--- config.mk ---
export PLATFORM = sky130hd
export DESIGN_NAME = fp_accum_sequencer
export DESIGN_NICKNAME = d
export VERILOG_FILES = /design/src/rtl/fp_pkg.sv /design/src/rtl/floating_point_adder.sv /design/src/rtl/fp_accum_sequencer.sv
export SDC_FILE = /design/constraint.sdc
export NUM_CORES = 1
export LEC_CHECK = 0
export ABC_CLOCK_PERIOD_IN_PS = 30700
export CORE_ASPECT_RATIO = 2
export CORE_MARGIN = 3
export CORE_UTILIZATION = 55
export DETAILED_ROUTE_END_ITERATION = 12
export MAX_ROUTING_LAYER = met4
export PLACE_DENSITY = 0.74
export SETUP_SLACK_MARGIN = 0.02
export SYNTH_ARGS = -nofsm -noshare
export SYNTH_HDL_FRONTEND = slang
export SYNTH_SLANG_ARGS = --single-unit
--- constraint.sdc ---
create_clock -name clk -period 30.7 [get_ports clk]
set_clock_uncertainty 0.15 [all_clocks]
set_input_delay 7.675 -clock clk [delete_from_list [all_inputs] [get_ports clk]]
set_output_delay 7.675 -clock clk [all_outputs]
set_load 0.01 [all_outputs]
--- src/rtl/fp_pkg.sv ---
// Shared floating-point definitions: default word geometry, the zero word
// and the accumulate-sequencer state encoding.
package fp_pkg;

   localparam int unsigned FP_DATA_WIDTH = 32;
   localparam int unsigned FP_M          = 23;
   localparam int unsigned FP_E          = 8;

   localparam logic [FP_DATA_WIDTH-1:0] FP_ZERO = '0;

   typedef enum logic [1:0] {
      IDLE   = 2'd0,
      ACCEPT = 2'd1,
      ADD    = 2'd2,
      DONE   = 2'd3
   } state_e;

endpackage

--- src/rtl/floating_point_adder.sv ---
// Combinational IEEE-754 style adder (sign / E-bit exponent / M-bit fraction).
// A zero-exponent operand is treated as zero and the other operand passes
// through unchanged; exact cancellation yields +0. Round to nearest even on
// three guard bits; no NaN/Inf/denormal handling.
//   in1, in2 : operands
//   out      : in1 + in2
module floating_point_adder #(
   parameter int unsigned DATA_WIDTH = 32,
   parameter int unsigned M          = 23,
   parameter int unsigned E          = 8
) (
   input  logic [DATA_WIDTH-1:0] in1,
   input  logic [DATA_WIDTH-1:0] in2,
   output logic [DATA_WIDTH-1:0] out
);

   // hidden bit + fraction + three guard bits
   localparam int unsigned XW = M + 4;

   logic [DATA_WIDTH-1:0] big;
   logic [DATA_WIDTH-1:0] sml;
   logic [E-1:0]          exp_diff;
   logic [E-1:0]          lz;
   logic [E-1:0]          exp_r;
   logic [XW-1:0]         m_big;
   logic [XW-1:0]         m_sml;
   logic [XW:0]           raw;
   logic [XW:0]           norm;
   logic                  found;
   logic                  round_up;
   logic [DATA_WIDTH-1:0] packed_r;

   always_comb begin
      // Order by magnitude so the aligned difference is never negative.
      if (in1[DATA_WIDTH-2:0] >= in2[DATA_WIDTH-2:0]) begin
         big = in1;
         sml = in2;
      end else begin
         big = in2;
         sml = in1;
      end

      exp_diff = big[DATA_WIDTH-2 -: E] - sml[DATA_WIDTH-2 -: E];
      m_big    = {1'b1, big[M-1:0], 3'b000};
      m_sml    = {1'b1, sml[M-1:0], 3'b000} >> exp_diff;

      if (big[DATA_WIDTH-1] == sml[DATA_WIDTH-1]) begin
         raw = {1'b0, m_big} + {1'b0, m_sml};
      end else begin
         raw = {1'b0, m_big - m_sml};
      end

      // Leading-zero count over the raw result, including the carry bit.
      lz    = '0;
      found = 1'b0;
      for (int i = int'(XW); i >= 0; i--) begin
         if (!found) begin
            if (raw[i]) found = 1'b1;
            else        lz    = lz + E'(1);
         end
      end

      norm  = raw << lz;
      exp_r = big[DATA_WIDTH-2 -: E] + E'(1) - lz;

      // A fraction carry from rounding ripples into the exponent field.
      round_up = norm[3] & ((|norm[2:0]) | norm[4]);
      packed_r = {big[DATA_WIDTH-1], exp_r, norm[XW-1 -: M]} + DATA_WIDTH'(round_up);

      if (in1[DATA_WIDTH-2 -: E] == '0) begin
         out = in2;
      end else if (in2[DATA_WIDTH-2 -: E] == '0) begin
         out = in1;
      end else if (!norm[XW]) begin
         out = '0;
      end else begin
         out = packed_r;
      end
   end

endmodule

--- src/rtl/fp_accum_sequencer.sv ---
// Reduces a stream of N floating-point values to their sum by time-
// multiplexing one floating_point_adder over an accumulator register.
//   clk, rst_n           : clock, asynchronous active-low reset
//   start, len           : begin a reduction of len elements (IDLE only)
//   in_valid/in_ready    : element input handshake, in_data payload
//   sum_valid/sum_ready  : result handshake, sum_data payload (= accumulator)
//   busy                 : high whenever not IDLE
module fp_accum_sequencer
   import fp_pkg::*;
#(
   parameter int unsigned DATA_WIDTH = FP_DATA_WIDTH,
   parameter int unsigned M          = FP_M,
   parameter int unsigned E          = FP_E,
   parameter int unsigned LEN_WIDTH  = 8
) (
   input  logic                  clk,
   input  logic                  rst_n,
   input  logic                  start,
   input  logic [LEN_WIDTH-1:0]  len,
   input  logic                  in_valid,
   input  logic [DATA_WIDTH-1:0] in_data,
   output logic                  in_ready,
   output logic                  sum_valid,
   output logic [DATA_WIDTH-1:0] sum_data,
   input  logic                  sum_ready,
   output logic                  busy
);

   state_e                state_q,     state_d;
   logic [DATA_WIDTH-1:0] acc_q,       acc_d;
   logic [DATA_WIDTH-1:0] op_q,        op_d;
   logic [LEN_WIDTH-1:0]  rem_q,       rem_d;
   logic                  in_ready_q,  in_ready_d;
   logic                  sum_valid_q, sum_valid_d;
   logic                  busy_q,      busy_d;
   logic [DATA_WIDTH-1:0] add_sum;

   floating_point_adder #(
      .DATA_WIDTH (DATA_WIDTH),
      .M          (M),
      .E          (E)
   ) u_adder (
      .in1 (acc_q),
      .in2 (op_q),
      .out (add_sum)
   );

   // Next-state and register updates; outputs are decoded from the next
   // state so they are flops that reflect the current state.
   always_comb begin
      state_d = state_q;
      acc_d   = acc_q;
      op_d    = op_q;
      rem_d   = rem_q;

      case (state_q)
         IDLE: begin
            if (start) begin
               acc_d   = DATA_WIDTH'(FP_ZERO);
               rem_d   = len;
               state_d = (len == '0) ? DONE : ACCEPT;
            end
         end
         ACCEPT: begin
            if (in_valid) begin
               op_d    = in_data;
               rem_d   = rem_q - LEN_WIDTH'(1);
               state_d = ADD;
            end
         end
         ADD: begin
            acc_d   = add_sum;
            state_d = (rem_q == '0) ? DONE : ACCEPT;
         end
         DONE: begin
            // A start arriving with sum_ready is deliberately dropped.
            if (sum_ready) state_d = IDLE;
         end
         default: state_d = IDLE;
      endcase

      in_ready_d  = (state_d == ACCEPT);
      sum_valid_d = (state_d == DONE);
      busy_d      = (state_d != IDLE);
   end

   always_ff @(posedge clk or negedge rst_n) begin
      if (!rst_n) begin
         state_q     <= IDLE;
         acc_q       <= '0;
         op_q        <= '0;
         rem_q       <= '0;
         in_ready_q  <= 1'b0;
         sum_valid_q <= 1'b0;
         busy_q      <= 1'b0;
      end else begin
         state_q     <= state_d;
         acc_q       <= acc_d;
         op_q        <= op_d;
         rem_q       <= rem_d;
         in_ready_q  <= in_ready_d;
         sum_valid_q <= sum_valid_d;
         busy_q      <= busy_d;
      end
   end

   assign in_ready  = in_ready_q;
   assign sum_valid = sum_valid_q;
   assign busy      = busy_q;
   assign sum_data  = acc_q;

endmodule

==> metrics.md, run 1 <==
| Metric | Value |
|---|---|
| Outcome | finished clean |
| Most repeated cell in the gate-level netlist after synthesis | sky130_fd_sc_hd__nand2_1 |
| Die Width | 140.0 µm |
| Total standard cell area after synthesis | 0.01976 mm² |
| Crit path from | op_q[23] |
| Placed cell count | 3194 |
| Placed wire-length estimate after detailed placement | 68620 µm |
| Pre-antenna DRT Iters | 8 |
| Fraction of synthesized cell area taken by the top area cell type | 9.751% |
| Area of the core | 0.03520 mm² |
| Cell occurring most often along the worst timing path | sky130_fd_sc_hd__ha_1 |
| CTS Buffer Depth | 2 |
| Final min period | 28.52 ns |
| Number of vias per cell | 7.215 |
| Clock-pin slew of the registers on the worst-case setup and hold paths | 0.07 ns |
| Min Hold Slack | 0.3760 ns |
| Critical Path Max Stage Delay | 0.55 ns |
| Number of H-tree branching levels | 3 |
| Worst slack after detailed placement | 1.850 ns |
| Number of pins with negative max-slew slack in the final report | 0 |
| Final period util | 92.91% |
| Number of cells in the finished layout apart from fillers | 3216 |
| Fraction of layout instances using a drive strength above 1 | 9.314% |
| Final layout net count | 2928 |
| Maximum capacitance violations | 0 |
| Area enclosed by the die boundary | 0.03838 mm² |
| Quantity of I/O buffers inserted on ports | 79 |
| Routed wire length | 85990 µm |
| Global router's overall resource usage | 44.33% |
| Cell accounting for the most synthesized area | sky130_fd_sc_hd__dfrtp_1 |
| Slew HR | 17.01% |
| Ports placed on the boundary | 80 |
| Routability Congestion | 1.074 |
| Startpoint Class | register |
| TritonCTS Buffers | 9 |
| Reg2Reg Capture Point | sum_data[30] |
| Post-route worst setup slack | 2.177 ns |
| Count of endpoints failing setup in the final report | 0 |
| Number of distinct library cells after synthesis | 131 |
| Sequential area share after synthesis | 9.751% |
| Final Hold Viols | 0 |
| Number of synthesized flops with an enable pin | 0 |
| Starting utilization of the core area | 56.14% |
| Quantity of hold-fixing buffers added after cts | 0 |
| Iteration-0 DRC Markers | 2108 |
| Highest attainable clock frequency | 35.06 MHz |
| Synth cell count leaders | sky130_fd_sc_hd__nand2_1, sky130_fd_sc_hd__nor2_1, sky130_fd_sc_hd__a21oi_1 |
| Via count of the first global-routing pass | 22790 |
| Worst reg-to-reg setup slack | 2.18 ns |
| Required time of the critical path | 30.77 ns |
| Type of the worst min-delay path | register to register |
| Synthesis warning total | 0 |
| Avg Cell Area, Syn | 7.105 µm² |
| Critical path destination | sum_data[30] |
| Routed len/inst | 26.74 µm |
| Primary FF master, synth | sky130_fd_sc_hd__dfrtp_1 |
| CTS sink count | 77 |
| Cell at the root of the clock tree | sky130_fd_sc_hd__clkbuf_16 |
| RSZ-0062 raised after global routing | no |
| Detailed-route via count | 23200 |
| Largest net degree at the start of global routing | 86 |
| Fraction of registers with async set/reset | 100.0% |
| Layout-stage area growth over the synthesis result | 6.921% |
| Worst endpoint data arrival time | 28.60 ns |
| Clock tree from TritonCTS | built |
| Antenna violation net count after detailed routing | 0 |
| Vertical die dimension | 274.1 µm |
| RR Startpoint | op_q[23] |
| Clock insertion delay at the later pin of the skew report | 0.36 ns |
| Setup tns final | 0 ns |
| WS Path Type | register to register |
| Largest cells by area after synthesis | sky130_fd_sc_hd__dfrtp_1, sky130_fd_sc_hd__ha_1, sky130_fd_sc_hd__nand2_1 |
| Number of antenna violations at the first check in global routing | 2 |
| # DRC | 0 |
| Gate count of the mapped netlist | 2781 |
| Site Rows | 97 |
| Global route overflow | 0 |
| Yosys reg bits | 77 |
| Pin slew with the least headroom to its limit | 1.236 ns |
| Highest net fanout along the worst path | 43 |
| Wire length of the first global-routing pass | 130400 µm |
| Critical path capture point type | register |
| Number of nets produced by synthesis | 2944 |
| Crit-path slowest cell | sky130_fd_sc_hd__mux2i_2 |
| Cell count of the worst reg-to-reg path | 120 |
## routing by layer
layer  GRT usage, %  wire (µm)  vias up
li1               -          -    10400
met4          44.13      11460        0
met3          6.649       5735      615
met2          77.13      42300     1424
met1          39.82      26500    10770
met5              -          0        -
## critical path, delay by kind of cell, from the launching register on
kind,cells,cell delay [ns]
simple gates,39,7.49
xor+xnor,2,0.34
mux,13,3.61
fa+ha+maj,22,7.04
flops,1,0.42
compound gates,34,7.40
buf+inv,10,1.82
## layout by cell type (no fill, tap or decap), types with 39 or more instances in the layout
master | Yosys | routed
sky130_fd_sc_hd__nand2b_1 | 41 | 41
sky130_fd_sc_hd__buf_4 | 8 | 39
sky130_fd_sc_hd__nand2_1 | 301 | 301
sky130_fd_sc_hd__ha_1 | 116 | 114
sky130_fd_sc_hd__o21ai_0 | 185 | 185
sky130_fd_sc_hd__a21oi_1 | 189 | 189
sky130_fd_sc_hd__nand3_1 | 113 | 112
sky130_fd_sc_hd__nand4_1 | 45 | 45
sky130_fd_sc_hd__a211oi_1 | 44 | 44
sky130_fd_sc_hd__mux2_2 | 63 | 63
sky130_fd_sc_hd__nor2_1 | 247 | 247
sky130_fd_sc_hd__dfrtp_1 | 77 | 77
sky130_fd_sc_hd__inv_1 | 137 | 137
sky130_fd_sc_hd__xnor2_1 | 93 | 91
sky130_fd_sc_hd__clkdlybuf4s50_1 | 0 | 78
sky130_fd_sc_hd__mux2i_1 | 74 | 73
sky130_fd_sc_hd__nor3_1 | 91 | 91
## how the worst min path moves through the flow
stage	cells after the start	start	endpoint
after floorplan	2	rem_q[2]	rem_q[2]
after global placement	2	rem_q[2]	rem_q[2]
after detailed placement	2	rem_q[2]	rem_q[2]
after CTS	2	rem_q[2]	rem_q[2]
after global routing	2	rem_q[0]	rem_q[0]
final	2	rem_q[2]	rem_q[2]
## cell type report
class	instances	area (µm²)
fillers	3392	14070
diodes	1	2.502
repair buffers	118	1085
well taps	445	556.8
inverters	139	524.3
clock inverters	7	80.08
flip-flops and latches	77	1927
multi-input cells	2420	16730
clock buffers	9	225.2
## cells by family (layout without fill, tap and decap cells)
logic type	Yosys count	count (layout)	share of synthesized area (%)
AND/OR/NAND/NOR	1131	1131	28.84
adder cells (fa/ha/maj)	121	121	7.700
AO/OA/AOI/OAI	857	857	29.79
flip-flops	77	77	9.751
multiplexers	165	165	10.41
buffers and inverters	284	273	5.876
XOR/XNOR	146	146	7.630
other	0	1	0
## stage by stage
step	util [%]	cell area [µm²]
CTS	59.85	21070
global placement	58.98	20760
global route	60.03	21130
detailed placement	58.98	20760
finish	60.03	21130
floorplan	-	19760
## registers in the layout (all words and copies together) (netlist names)
name       flops
op_q          32
sum_data      32
rem_q          8
state_q        2
busy           1
in_ready       1
sum_valid      1
## repair_timing
item | CTS | global route
buffers inserted | 0 | 5
resized for setup | 0 | 8
endpoints found under the setup margin | 0 | 20
Power of run 1 is not shown: default switching activity piles up to over one toggle a cycle in this logic, so the estimate is an artifact.
==> inputs of run 2 (changes only) <==
- CELL_PAD_IN_SITES_DETAIL_PLACEMENT: unset -> 1
- CELL_PAD_IN_SITES_GLOBAL_PLACEMENT: unset -> 2
- CORE_UTILIZATION: 55 -> 37
- PLACE_DENSITY: 0.74 -> 0.84
- RECOVER_POWER: unset -> 50
==> metrics.md, run 2 (synthesis results as in run 1) <==
| Metric | Value |
|---|---|
| Outcome | finished, violations left (was finished clean) |
| Violated checks | max-capacitance violations, max-slew violations |
| Fraction of layout instances using a drive strength above 1 | 9.271% (was 9.314%) |
| Post-Route Utilization | 40.61% (was 60.03%) |
| Min Hold Slack | 0.3893 ns (was 0.3760 ns) |
| Clock-pin slew of the registers on the worst-case setup and hold paths | 0.06 ns (was 0.07 ns) |
| Number of antenna violations at the first check in global routing | 1 (was 2) |
| CTS sink count | 77 (unchanged) |
| Number of pins with negative max-slew slack in the final report | 114 (was 0) |
| Routability Congestion | 1.001 (was 1.074) |
| Die Width | 169.4 µm (was 140.0 µm) |
| Cell at the root of the clock tree | sky130_fd_sc_hd__clkbuf_16 (unchanged) |
| Type of the worst min-delay path | register to register (unchanged) |
| Critical path capture point type | register (unchanged) |
| Clock tree from TritonCTS | built (unchanged) |
| Vertical die dimension | 332.8 µm (was 274.1 µm) |
| Routed wire length | 95830 µm (was 85990 µm) |
| Area of the core | 0.05271 mm² (was 0.03520 mm²) |
| Pre-antenna DRT Iters | 5 (was 8) |
| Wire length of the first global-routing pass | 143800 µm (was 130400 µm) |
| Cell occurring most often along the worst timing path | sky130_fd_sc_hd__ha_1 (unchanged) |
| Count of endpoints failing setup in the final report | 0 (unchanged) |
| Final min period | 28.73 ns (was 28.52 ns) |
| Maximum capacitance violations | 3 (was 0) |
| Crit-path slowest cell | sky130_fd_sc_hd__mux2i_1 (was sky130_fd_sc_hd__mux2i_2) |
| Site Rows | 119 (was 97) |
| Iteration-0 DRC Markers | 1371 (was 2108) |
| Final layout net count | 2930 (was 2928) |
| Setup tns final | 0 ns (unchanged) |
| Area enclosed by the die boundary | 0.05638 mm² (was 0.03838 mm²) |
| Ports placed on the boundary | 80 (unchanged) |
| Worst endpoint data arrival time | 28.80 ns (was 28.60 ns) |
| WS Path Type | register to register (unchanged) |
| Starting utilization of the core area | 37.49% (was 56.14%) |
| RSZ-0062 raised after global routing | no (unchanged) |
| Placed wire-length estimate after detailed placement | 79340 µm (was 68620 µm) |
| Slew HR | -122.5% (was 17.01%) |
| Antenna violation net count after detailed routing | 0 (unchanged) |
| TritonCTS Buffers | 9 (unchanged) |
| Most common cell after layout, fill and taps aside | sky130_fd_sc_hd__nand2_1 (unchanged) |
| Quantity of hold-fixing buffers added after cts | 0 (unchanged) |
| Commonest non-fill, non-tap cells in the layout | sky130_fd_sc_hd__nand2_1, sky130_fd_sc_hd__nor2_1, sky130_fd_sc_hd__a21oi_1, sky130_fd_sc_hd__o21ai_0, sky130_fd_sc_hd__inv_1 (unchanged) |
| Final period util | 93.59% (was 92.91%) |
| Largest net degree at the start of global routing | 86 (unchanged) |
| Global route overflow | 0 (unchanged) |
| Pin slew with the least headroom to its limit | 3.338 ns (was 1.236 ns) |
| Number of vias per cell | 6.602 (was 7.215) |
| Detailed-route via count | 22720 (was 23200) |
| Post-layout instance area | 0.02141 mm² (was 0.02113 mm²) |
| # DRC | 0 (unchanged) |
| Required time of the critical path | 30.77 ns (about the same) |
| Placed inst area | 0.02109 mm² (was 0.02076 mm²) |
| Routed len/inst | 27.85 µm (was 26.74 µm) |
| Layout-stage area growth over the synthesis result | 8.326% (was 6.921%) |
| CTS Buffer Depth | 2 (unchanged) |
| Startpoint Class | register (unchanged) |
| Highest net fanout along the worst path | 85 (was 43) |
| Highest attainable clock frequency | 34.80 MHz (was 35.06 MHz) |
| Via count of the first global-routing pass | 24090 (was 22790) |
| Number of H-tree branching levels | 3 (unchanged) |
| Critical Path Max Stage Delay | 0.72 ns (was 0.55 ns) |
| Final Hold Viols | 0 (unchanged) |
| Filler cell count | 6740 (was 3392) |
| Quantity of I/O buffers inserted on ports | 79 (unchanged) |
| Global router's overall resource usage | 33.84% (was 44.33%) |
| Clock insertion delay at the later pin of the skew report | 0.38 ns (was 0.36 ns) |
[run 2: timing repair]
item                       4_1_cts  5_1_grt
buffers inserted                 0        0
setup endpoints to repair        0       14
resized for setup                0        8
[run 2: cell type report]
class | instances | area (µm²) | area share [%]
inverters | 139 | 524.3 | 2.449
clock buffers | 9 | 225.2 | 1.052
repair buffers | 120 | 1089 | 5.085
diodes | 4 | 10.01 | 0.04676
well taps | 665 | 832.0 | 3.887
clock inverters | 7 | 65.06 | 0.3040
flip-flops and latches | 77 | 1927 | 9.002
multi-input cells | 2420 | 16730 | 78.17
[run 2: per-stage QoR]
stage | cells | worst slack [ns]
after floorplan | 2781 | 5.272
after global placement | 3421 | 2.387
after detailed placement | 3421 | 1.691
after CTS | 3437 | 1.615
after global routing | 3438 | 0.1776
final | 3441 | 1.967
[run 2: worst paths after layout]
| kind | start | to | slack (ns) | cells past startpoint |
|---|---|---|---|---|
| setup / recovery | op_q[24] | sum_data[30] | 1.97 | 115 |
| hold / removal | rem_q[2] | rem_q[2] | 0.39 | 2 |
| setup reg to reg | op_q[24] | sum_data[30] | 1.97 | 115 |
| hold reg to reg | rem_q[2] | rem_q[2] | 0.39 | 2 |
| max in group asynchronous | rst_n | op_q[28] | 19.00 | 2 |
| min in group asynchronous | rst_n | op_q[11] | 7.53 | 1 |
[run 2: worst max-delay path: cells and delay by family (launching register included)]
family	cells	cell delay, ns
adders and majority gates	20	6.73
AOI/OAI and AO/OA	32	7.12
and+or+nand+nor	38	7.53
DFF	1	0.56
xor gates and xnor gates	2	0.32
muxes	13	3.76
buffers and inverters	10	2.32
[run 2: per-layer routing]
layer / GRT usage, % / vias up / part of all wire [%]
li1: - / 10390 / -
met1: 30.20 / 11250 / 33
met2: 62.92 / 696 / 53
met3: 2.925 / 377 / 2.9
met4: 28.62 / 0 / 11
met5: - / - / 0
Power of run 2 is left out for the same reason.
